--- config.mk ---
export PLATFORM = sky130hd
export DESIGN_NAME = wb_arbiter
export DESIGN_NICKNAME = d
export VERILOG_FILES = /design/src/rtl/riscv_pkg.sv /design/src/rtl/wb_fifo.sv /design/src/rtl/wb_arbiter.sv
export SDC_FILE = /design/constraint.sdc
export NUM_CORES = 1
export LEC_CHECK = 0
export BUFFER_PORTS_ARGS = -buffer_cell sky130_fd_sc_hd__buf_4
export CAP_MARGIN = 20
export CORE_ASPECT_RATIO = 2
export CORE_MARGIN = 1
export CORE_UTILIZATION = 30
export DETAILED_ROUTE_END_ITERATION = 7
export PLACE_DENSITY_LB_ADDON = 0.25
export RECOVER_POWER = 50
export SLEW_MARGIN = 30
export SYNTH_ARGS = -nofsm -noshare
export SYNTH_HDL_FRONTEND = slang
export SYNTH_SLANG_ARGS = --single-unit
export TNS_END_PERCENT = 1
--- constraint.sdc ---
create_clock -name clk_i -period 3.7 [get_ports clk_i]
set_input_delay 0.555 -clock clk_i [delete_from_list [all_inputs] [get_ports clk_i]]
set_output_delay 0.555 -clock clk_i [all_outputs]
set_load 0.005 [all_outputs]
--- src/rtl/riscv_pkg.sv ---
// Shared types and constants for the writeback path.
// Holds the writeback entry layout and the default LTU buffer depth.
package riscv_pkg;

    localparam int WB_FIFO_DEPTH = 2;

    typedef struct packed {
        logic [4:0]  rd;
        logic [31:0] data;
    } wb_entry_t;

    // Writes to x0 are architecturally discarded.
    function automatic logic is_x0(input logic [4:0] rd);
        return (rd == 5'd0);
    endfunction

endpackage

--- src/rtl/wb_fifo.sv ---
// Synchronous pointer-based FIFO buffering LTU writebacks that lose arbitration.
// Read data is the current head (combinational); push/pop take effect on the rising edge.
module wb_fifo
    import riscv_pkg::wb_entry_t;
#(
    parameter  int DEPTH = riscv_pkg::WB_FIFO_DEPTH,
    localparam int CW    = $clog2(DEPTH + 1)
) (
    input  logic          clk_i,
    input  logic          rst_i,
    input  logic          push_i,
    input  wb_entry_t     push_dat_i,
    input  logic          pop_i,
    output wb_entry_t     head_dat_o,
    output logic          full_o,
    output logic          empty_o,
    output logic [CW-1:0] count_o
);

    localparam int            PW   = (DEPTH > 1) ? $clog2(DEPTH) : 1;
    localparam logic [PW-1:0] LAST = PW'(DEPTH - 1);

    wb_entry_t     mem_q [DEPTH];
    logic [PW-1:0] wr_ptr_q, wr_ptr_d;
    logic [PW-1:0] rd_ptr_q, rd_ptr_d;
    logic [CW-1:0] count_q, count_d;
    logic          do_push, do_pop;

    function automatic logic [PW-1:0] ptr_inc(input logic [PW-1:0] p);
        return (p == LAST) ? '0 : p + PW'(1);
    endfunction

    assign full_o     = (count_q == CW'(DEPTH));
    assign empty_o    = (count_q == '0);
    assign count_o    = count_q;
    assign head_dat_o = mem_q[rd_ptr_q];

    // Guard against overflow/underflow so count stays within 0..DEPTH.
    assign do_push = push_i && !full_o;
    assign do_pop  = pop_i && !empty_o;

    always_comb begin
        wr_ptr_d = do_push ? ptr_inc(wr_ptr_q) : wr_ptr_q;
        rd_ptr_d = do_pop  ? ptr_inc(rd_ptr_q) : rd_ptr_q;
        count_d  = count_q;
        if (do_push && !do_pop) begin
            count_d = count_q + CW'(1);
        end else if (do_pop && !do_push) begin
            count_d = count_q - CW'(1);
        end
    end

    always_ff @(posedge clk_i) begin
        if (rst_i) begin
            wr_ptr_q <= '0;
            rd_ptr_q <= '0;
            count_q  <= '0;
        end else begin
            wr_ptr_q <= wr_ptr_d;
            rd_ptr_q <= rd_ptr_d;
            count_q  <= count_d;
        end
    end

    always_ff @(posedge clk_i) begin
        if (do_push && !rst_i) begin
            mem_q[wr_ptr_q] <= push_dat_i;
        end
    end

endmodule

--- src/rtl/wb_arbiter.sv ---
// Register-file writeback arbiter: ALU first, then buffered LTU entries, then LTU bypass.
// One-cycle registered write latency; LTU is backpressured only when the FIFO is full.
module wb_arbiter
    import riscv_pkg::wb_entry_t;
    import riscv_pkg::is_x0;
#(
    parameter int WB_FIFO_DEPTH = riscv_pkg::WB_FIFO_DEPTH
) (
    input  logic        clk_i,
    input  logic        rst_i,
    input  logic        alu_valid_i,
    input  logic [4:0]  alu_rd_i,
    input  logic [31:0] alu_data_i,
    input  logic        ltu_valid_i,
    output logic        ltu_ready_o,
    input  logic [4:0]  ltu_rd_i,
    input  logic [31:0] ltu_data_i,
    output logic [31:0] dataW_o,
    output logic [4:0]  rsW_o,
    output logic        RegWEn_o,
    output logic        busy_o
);

    localparam int CW = $clog2(WB_FIFO_DEPTH + 1);

    wb_entry_t     head_dat, sel_dat, ltu_dat;
    logic          fifo_full, fifo_empty;
    logic [CW-1:0] fifo_count;
    logic          ltu_acc, sel_vld, push, pop;
    logic [31:0]   data_q, data_d;
    logic [4:0]    rs_q, rs_d;
    logic          wen_q, wen_d;

    assign ltu_dat     = '{rd: ltu_rd_i, data: ltu_data_i};
    assign ltu_ready_o = !rst_i && !fifo_full;
    assign ltu_acc     = ltu_valid_i && ltu_ready_o;
    assign busy_o      = (fifo_count != '0);

    wb_fifo #(.DEPTH(WB_FIFO_DEPTH)) u_fifo (
        .clk_i      (clk_i),
        .rst_i      (rst_i),
        .push_i     (push),
        .push_dat_i (ltu_dat),
        .pop_i      (pop),
        .head_dat_o (head_dat),
        .full_o     (fifo_full),
        .empty_o    (fifo_empty),
        .count_o    (fifo_count)
    );

    // An accepted LTU entry is buffered whenever something older or the ALU owns the port.
    always_comb begin
        sel_vld = 1'b0;
        sel_dat = '0;
        push    = 1'b0;
        pop     = 1'b0;
        if (alu_valid_i) begin
            sel_vld = 1'b1;
            sel_dat = '{rd: alu_rd_i, data: alu_data_i};
            push    = ltu_acc;
        end else if (!fifo_empty) begin
            sel_vld = 1'b1;
            sel_dat = head_dat;
            pop     = !rst_i;
            push    = ltu_acc;
        end else if (ltu_acc) begin
            sel_vld = 1'b1;
            sel_dat = ltu_dat;
        end
    end

    always_comb begin
        wen_d  = 1'b0;
        rs_d   = rs_q;
        data_d = data_q;
        if (sel_vld && !is_x0(sel_dat.rd)) begin
            wen_d  = 1'b1;
            rs_d   = sel_dat.rd;
            data_d = sel_dat.data;
        end
    end

    always_ff @(posedge clk_i) begin
        if (rst_i) begin
            wen_q  <= 1'b0;
            rs_q   <= '0;
            data_q <= '0;
        end else begin
            wen_q  <= wen_d;
            rs_q   <= rs_d;
            data_q <= data_d;
        end
    end

    assign RegWEn_o = wen_q;
    assign rsW_o    = rs_q;
    assign dataW_o  = data_q;

endmodule

==> metrics.csv, run 1 <==
stage,metric,value,unit
grt,grt.overflow.total,0,
placed_design,port_buffers,117,
detailed_routing,drt-initial-drc-count,140,
timing,min_period,2.77,ns
cts,cts_tree,done,
timing,hold_viol,0,
cts,cts_setup_buffers,0,
final_layout,area_growth,29.0,%
yosys,synthAdderAreaFrac,0.238,%
yosys,yosysUniqueCellTypes,37,
placed_design,dp_slack,1.00,ns
setup_path,cp-end-kind,register,
cts,cts_hold_buffers,0,
yosys,yosysSeqAreaShare,58.7,%
run,max-cap-violations,0,
status,outcome,"complete, no violations",
placed_design,gp_congestion,0.734,
final_layout,drive_gt1_share,24.3,%
yosys,muxShareOfSynthArea,14.0,%
floorplanning,core,0.0172,sq mm
floorplanning,core.rowCount,68,
floorplanning,fp.dieH,189,microns
cts,clk_latency,0.41,ns
grt,antenna_found_initial,0,
yosys,avgSynthCellArea,12.1,sq um
cts,clock_path_buffers,2,
yosys,async_reset_ff_share,0,%
floorplanning,die_w,95.6,microns
setup_path,required,4.03,ns
placed_design,placed_cell_area,0.00633,sq mm
cts,clkSlewWorstSetupHoldPaths,0.05,ns
setup_path,arrival,3.10,ns
timing,worst_slew_pin_slew,1.43,ns
hold_path,whs_endpoint,u_fifo.mem_q[0][9],
power,p_leak,0.00247,uW
power,peakVddDrop,264,uV
cts,numCtsBuffers,17,
grt,grt_pass1_vias,4011,
floorplanning,io_pins,118,
detailed_routing,drt-wirelength-per-cell,17.5,microns
final_layout,antenna_cells,0,
hold_path,hold_path.class,in -> reg,
final_layout,finalInstanceArea,0.00678,sq mm
hold_path,min-delay-start,ltu_data_i[9],
detailed_routing,final_antenna_net_count,0,
yosys,synthesis.area,0.00526,sq mm
power,p_int,2980,uW
grt,grt_max_degree,64,
yosys,synth_fp_nets,515,
power,p_sw_share,26.4,%
power,p_comb_share,20.4,%
floorplanning,dieArea,0.0181,sq mm
timing,period_share,74.9,%
placed_design,dp_hpwl,9.02,mm
detailed_routing,totalWireLength,13.5,mm
yosys,synthCells,436,
yosys,synth-compound-area-share,10.3,%
timing,slew_headroom,4.91,%
cts,root_buffer,clkbuf_16,
setup_path,path_class,in -> reg,
yosys,synth_top_family_by_area,multiplexers,
timing,clock_skew,0.00691,ns
detailed_routing,vias,3752,
yosys,synthSimpleGateAreaFrac,12.5,%
setup_path,crit_path_start_kind,primary input,
yosys,ys_ff_latch,117,
timing,worst_slack,0.929,ns
cts,cts_resized,0,
setup_path,reg2regPathDepth,8,
detailed_routing,firstDrtPassIters,4,
yosys,synth_flop_cell,edfxtp_1,
grt,grt_pass1_wl,21.1,mm
grt,grt.total_usage,15.8,%
power,power.share.sequential,38.6,%
yosys,synth_edf_count,74,
power,p_sw,1070,uW
timing,clock.fmax,361,MHz
cts,htreeDepth,4,
timing,drv_slew,0,
setup_path,r2r_slack,1.03,ns
final_layout,final_nets,626,
setup_path,r2r_end,dataW_o[16],
yosys,synthXorXnorAreaFrac,0.500,%
floorplanning,start_util,30.6,%
detailed_routing,drcViolationCount,0,
hold_path,min_path_cells,1,
setup_path,rr_startpoint,u_fifo.count_o[0],
detailed_routing,viasPerCell,4.87,
power,power.density,597,mW/mm^2
yosys,ys_warn_count,0,
timing,fin_tns_setup,0,ns
timing,setup_viol,0,
timing,rsz0062_at_grt,no,
cts,clkSinkCount,117,
setup_path,worst-path-max-fanout,49,
power,clockPowerShare,40.9,%
==> critical path, cell delays in order <==
cell,delay [ns]
buf_4,0.42
clkbuf_1,1.09
or3_1,0.25
ha_1,0.26
or3_1,0.38
a21oi_1,0.14
==> sequential cells by signal, summed over array words and instances (netlist names), named ones only <==
register,flops
u_fifo.rd_ptr_q,1
rsW_o,5
u_fifo.wr_ptr_q,1
u_fifo.mem_q,74
dataW_o,32
u_fifo.count_o,2
RegWEn_o,1
==> Yosys cell counts, types with 6 or more instances <==
| master | n | area (sq um) |
|---|---|---|
| a211oi_1 | 31 | 233 |
| a21oi_1 | 38 | 190 |
| clkbuf_1 | 28 | 105 |
| dfxtp_1 | 43 | 861 |
| edfxtp_1 | 74 | 2220 |
| mux2_1 | 28 | 315 |
| mux2_2 | 7 | 78.8 |
| mux2i_1 | 34 | 340 |
| nor2_1 | 34 | 128 |
| nor2b_1 | 34 | 213 |
| nor3_1 | 33 | 165 |
| o21ai_0 | 6 | 30.0 |
==> cells by family (layout without fill, tap and decap cells) <==
group                    after synthesis  count (layout)
flip-flops                           117             117
multiplexers                          69              69
adder cells (fa/ha/maj)                1               1
AO/OA/AOI/OAI                         85              85
XOR/XNOR                               3               3
AND/OR/NAND/NOR                      120             120
buffers and inverters                 41             165
==> power by group through the flow <==
stage | clock, uW | sequential, uW | combinational (uW)
2_1_floorplan | 0 | 1580 | 543
3_3_place_gp | 0 | 1590 | 837
3_5_place_dp | 0 | 1590 | 853
4_1_cts | 1690 | 1570 | 862
5_1_grt | 1730 | 1580 | 912
6_report | 1660 | 1560 | 827
==> cell usage in the layout (no fill, tap or decap), types with 2 or more instances in the layout <==
cell	n
nand2b_1	5
mux2_1	28
dfxtp_1	40
mux2_2	7
clkbuf_1	42
clkinvlp_4	2
bufinv_16	3
or3_1	3
buf_4	51
a221o_1	2
or4_1	3
o21ai_0	6
clkbuf_4	36
a211oi_1	31
dfxtp_2	3
mux2i_1	34
a21oi_1	38
xor2_1	2
edfxtp_1	74
a221oi_1	4
inv_1	4
or2_2	2
nor3_1	33
nor2b_1	33
nor2_1	34
clkbuf_8	3
clkbuf_16	17
clkinv_2	4
==> area by class of cell <==
class	instances	area, sq um
clock buffers	22	474
clock inverters	10	129
fillers	1727	10400
well taps	210	263
flip-flops and latches	117	3090
multi-input cells	278	1980
inverters	5	18.8
repair buffers	128	823
==> per-layer routing <==
layer / track usage (%) / wire, microns / up-vias
li1: - / - / 1844
met2: 28.7 / 7520 / 95
met5: 0 / 0 / -
met3: 2.41 / 518 / 14
met4: 7.58 / 191 / 0
met1: 17.4 / 5250 / 1799
==> worst max path at each step <==
stage	startpoint	to	slack [ns]	cells past startpoint
final	alu_valid_i	u_fifo.count_o[1]	0.93	6
after global routing	alu_valid_i	u_fifo.count_o[1]	0.72	6
after CTS	u_fifo.count_o[0]	dataW_o[16]	1.03	8
after detailed placement	alu_valid_i	dataW_o[16]	1.00	6
after global placement	alu_valid_i	dataW_o[14]	1.05	6
after floorplan	alu_valid_i	u_fifo.mem_q[0][0]	0.23	4
==> stage by stage <==
step	hold WS (ns)	util [%]	instances	power, uW
2_1_floorplan	0.466	-	436	2120
3_3_place_gp	0.468	36.8	738	2430
3_5_place_dp	0.476	36.8	738	2440
4_1_cts	0.326	40.3	770	4120
5_1_grt	0.397	39.4	770	4220
6_report	0.389	39.4	770	4050
Note: power is estimated with default switching activity, not from simulation.
==> run 2: changes to the inputs <==
==> constraint.sdc (replaced) <==
create_clock -name clk_i -period 2.3 [get_ports clk_i]
set_input_delay 0.345 -clock clk_i [delete_from_list [all_inputs] [get_ports clk_i]]
set_output_delay 0.345 -clock clk_i [all_outputs]
set_load 0.005 [all_outputs]
==> metrics.csv, run 2 (synthesized netlist as in run 1, its figures left out) <==
stage,metric,value,unit,change
status,outcome,"complete, no violations",,
final_layout,top_register,u_fifo.mem_q,,
timing,setup_viol,0,,unchanged
placed_design,placed_cell_area,0.00645,sq mm,+1.9%
timing,clock_skew,0.00903,ns,+0.00212 ns
setup_path,crit_top_cell,mux2_2,,
timing,slew_headroom,61.2,%,+56 points
cts,cts_tree,done,,
detailed_routing,totalWireLength,14.1,mm,+4.9%
final_layout,drive_gt1_share,27.9,%,+3.6 points
grt,grt_max_degree,40,,-38%
setup_path,crit_path_start_kind,register,,
floorplanning,start_util,30.6,%,unchanged
power,p_sw,1850,uW,+74%
detailed_routing,viasPerCell,4.91,,+0.79%
setup_path,cp.buffers_inverters,2,,unchanged
setup_path,critical_path.max_stage_delay,0.38,ns,-0.71 ns
grt,grt.overflow.total,0,,unchanged
floorplanning,core.rowCount,68,,unchanged
cts,clock_path_buffers,2,,unchanged
placed_design,port_buffers,117,,unchanged
detailed_routing,final_antenna_net_count,0,,unchanged
grt,antenna_found_initial,1,,+1
power,power.density,936,mW/mm^2,+57%
setup_path,worst-path-max-fanout,9,,-82%
cts,root_buffer,clkbuf_16,,
setup_path,slowest_stage,dfxtp_4,,
timing,period_share,96.2,%,
timing,clock.fmax,452,MHz,
timing,min_period,2.21,ns,
detailed_routing,drcViolationCount,0,,unchanged
timing,hold_viol,0,,unchanged
power,p_leak,0.00257,uW,+4.1%
setup_path,required,2.60,ns,-1.43 ns
setup_path,path_class,reg -> reg,,
placed_design,gp_congestion,0.745,,+1.5%
final_layout,final_common_cell,edfxtp_1,,
final_layout,final_nets,643,,+2.7%
grt,grt.total_usage,16.2,%,+0.39 points
setup_path,arrival,2.52,ns,-0.58 ns
detailed_routing,firstDrtPassIters,4,,unchanged
detailed_routing,drt-initial-drc-count,120,,-14%
grt,grt_pass1_wl,21.4,mm,+1.5%
final_layout,area_growth,33.1,%,
grt,grt_pass1_vias,4166,,+3.9%
hold_path,hold_path.class,in -> reg,,
cts,clkSinkCount,117,,unchanged
placed_design,dp_hpwl,9.37,mm,+3.9%
power,peakVddDrop,548,uV,+110%
power,power.total,6550,uW,+62%
power,power.share.sequential,38.5,%,about the same
detailed_routing,drt-wirelength-per-cell,17.9,microns,+2.5%
timing,drv_slew,0,,unchanged
cts,clk_latency,0.42,ns,about the same
power,p_comb_share,22.0,%,+1.6 points
floorplanning,dieArea,0.0181,sq mm,unchanged
run,max-cap-violations,0,,unchanged
cts,numCtsBuffers,17,,unchanged
final_layout,largest_reg_flops,74,,unchanged
timing,worst_slew_pin_slew,0.582,ns,-0.845 ns
floorplanning,die_w,95.6,microns,unchanged
final_layout,final_cell_mix,"edfxtp_1, buf_4, dfxtp_1",,
final_layout,finalNonFillerCells,788,,+2.3%
power,p_int,4690,uW,+57%
setup_path,cp-end-kind,register,,
setup_path,crit_path_cell_trace,mux2_2 -> a221oi_2 -> a21oi_2 -> nor4_4 -> buf_4 -> buf_6 -> mux2_2,,
final_layout,finalInstanceArea,0.00699,sq mm,+3.2%
floorplanning,fp.dieH,189,microns,unchanged
cts,htreeDepth,4,,unchanged
placed_design,dp_cells,749,,+1.5%
power,clockPowerShare,39.5,%,-1.4 points
detailed_routing,vias,3870,,+3.1%
power,p_sw_share,28.3,%,+1.9 points
cts,clkSlewWorstSetupHoldPaths,0.06,ns,about the same
floorplanning,core,0.0172,sq mm,unchanged
floorplanning,io_pins,118,,unchanged
setup_path,crit_family,multiplexers,,
-- run 2: cell types whose count changed in the layout (fill, tap and decap cells not counted), sizes merged --
cell,delta
clkinv,+2
clkbuf,-7
bufinv,-1
buf,+19
diode,+1
clkinvlp,+2
inv,+2
-- run 2: final timing paths --
path	from	slack, ns	to	depth (start not counted)
worst min-delay path	ltu_data_i[25]	0.15	u_fifo.mem_q[0][25]	1
worst min register to register	dataW_o[13]	0.48	dataW_o[13]	2
worst max register to register	register	0.09	dataW_o[15]	7
worst max-delay path	register	0.09	dataW_o[15]	7
-- run 2: stage by stage --
step / hold WS, ns / util, % / TNS (ns) / setup WS [ns]
4_1_cts: 0.100 / 40.9 / -0.540 / -0.0421
3_5_place_dp: 0.477 / 37.5 / 0 / 0.00834
6_report: 0.154 / 40.7 / 0 / 0.0874
5_1_grt: 0.155 / 40.7 / -0.321 / -0.0295
3_3_place_gp: 0.461 / 37.5 / 0 / 0.00462
2_1_floorplan: 0.444 / - / -9.52 / -0.257
-- run 2: repair_timing --
item	4_1_cts	5_1_grt
setup buffers	0	5
resized for setup	0	13
pin swaps	0	1
cloned	0	1
hold buffers	0	0
endpoints found under the hold margin	0	0
endpoints found under the setup margin	28	33
-- run 2: routing by layer --
metal / wire length [microns] / share of wire (%) / track usage, %
met5: 0 / 0 / 0
met4: 352 / 2.5 / 8.21
met1: 5240 / 37 / 16.1
met2: 7970 / 56 / 30.4
met3: 568 / 4.0 / 3.41
-- run 2: power by group through the flow --
stage / registers, uW / clock network, uW / logic [uW]
after floorplan: 2540 / 0 / 877
after global placement: 2560 / 0 / 1410
after detailed placement: 2560 / 0 / 1440
after CTS: 2520 / 2640 / 1450
after global routing: 2540 / 2710 / 1590
final: 2520 / 2580 / 1440
-- run 2: worst reg2reg max path, delay by kind of cell (launching register included) --
kind                   cells  cell delay (ns)
AND/OR/NAND/NOR            1             0.29
buffers and inverters      2             0.33
flip-flops                 1             0.38
AO/OA/AOI/OAI              2             0.39
multiplexers               2             0.71
-- run 2: area by class of cell --
class	instances	area, sq um
tap	210	263
clock buffer	17	425
antenna	1	2.50
multi-input combinational	278	2020
inverter	5	21.3
fill	1702	10200
sequential	117	3090
timing repair buffer	145	1020
clock inverter	15	158
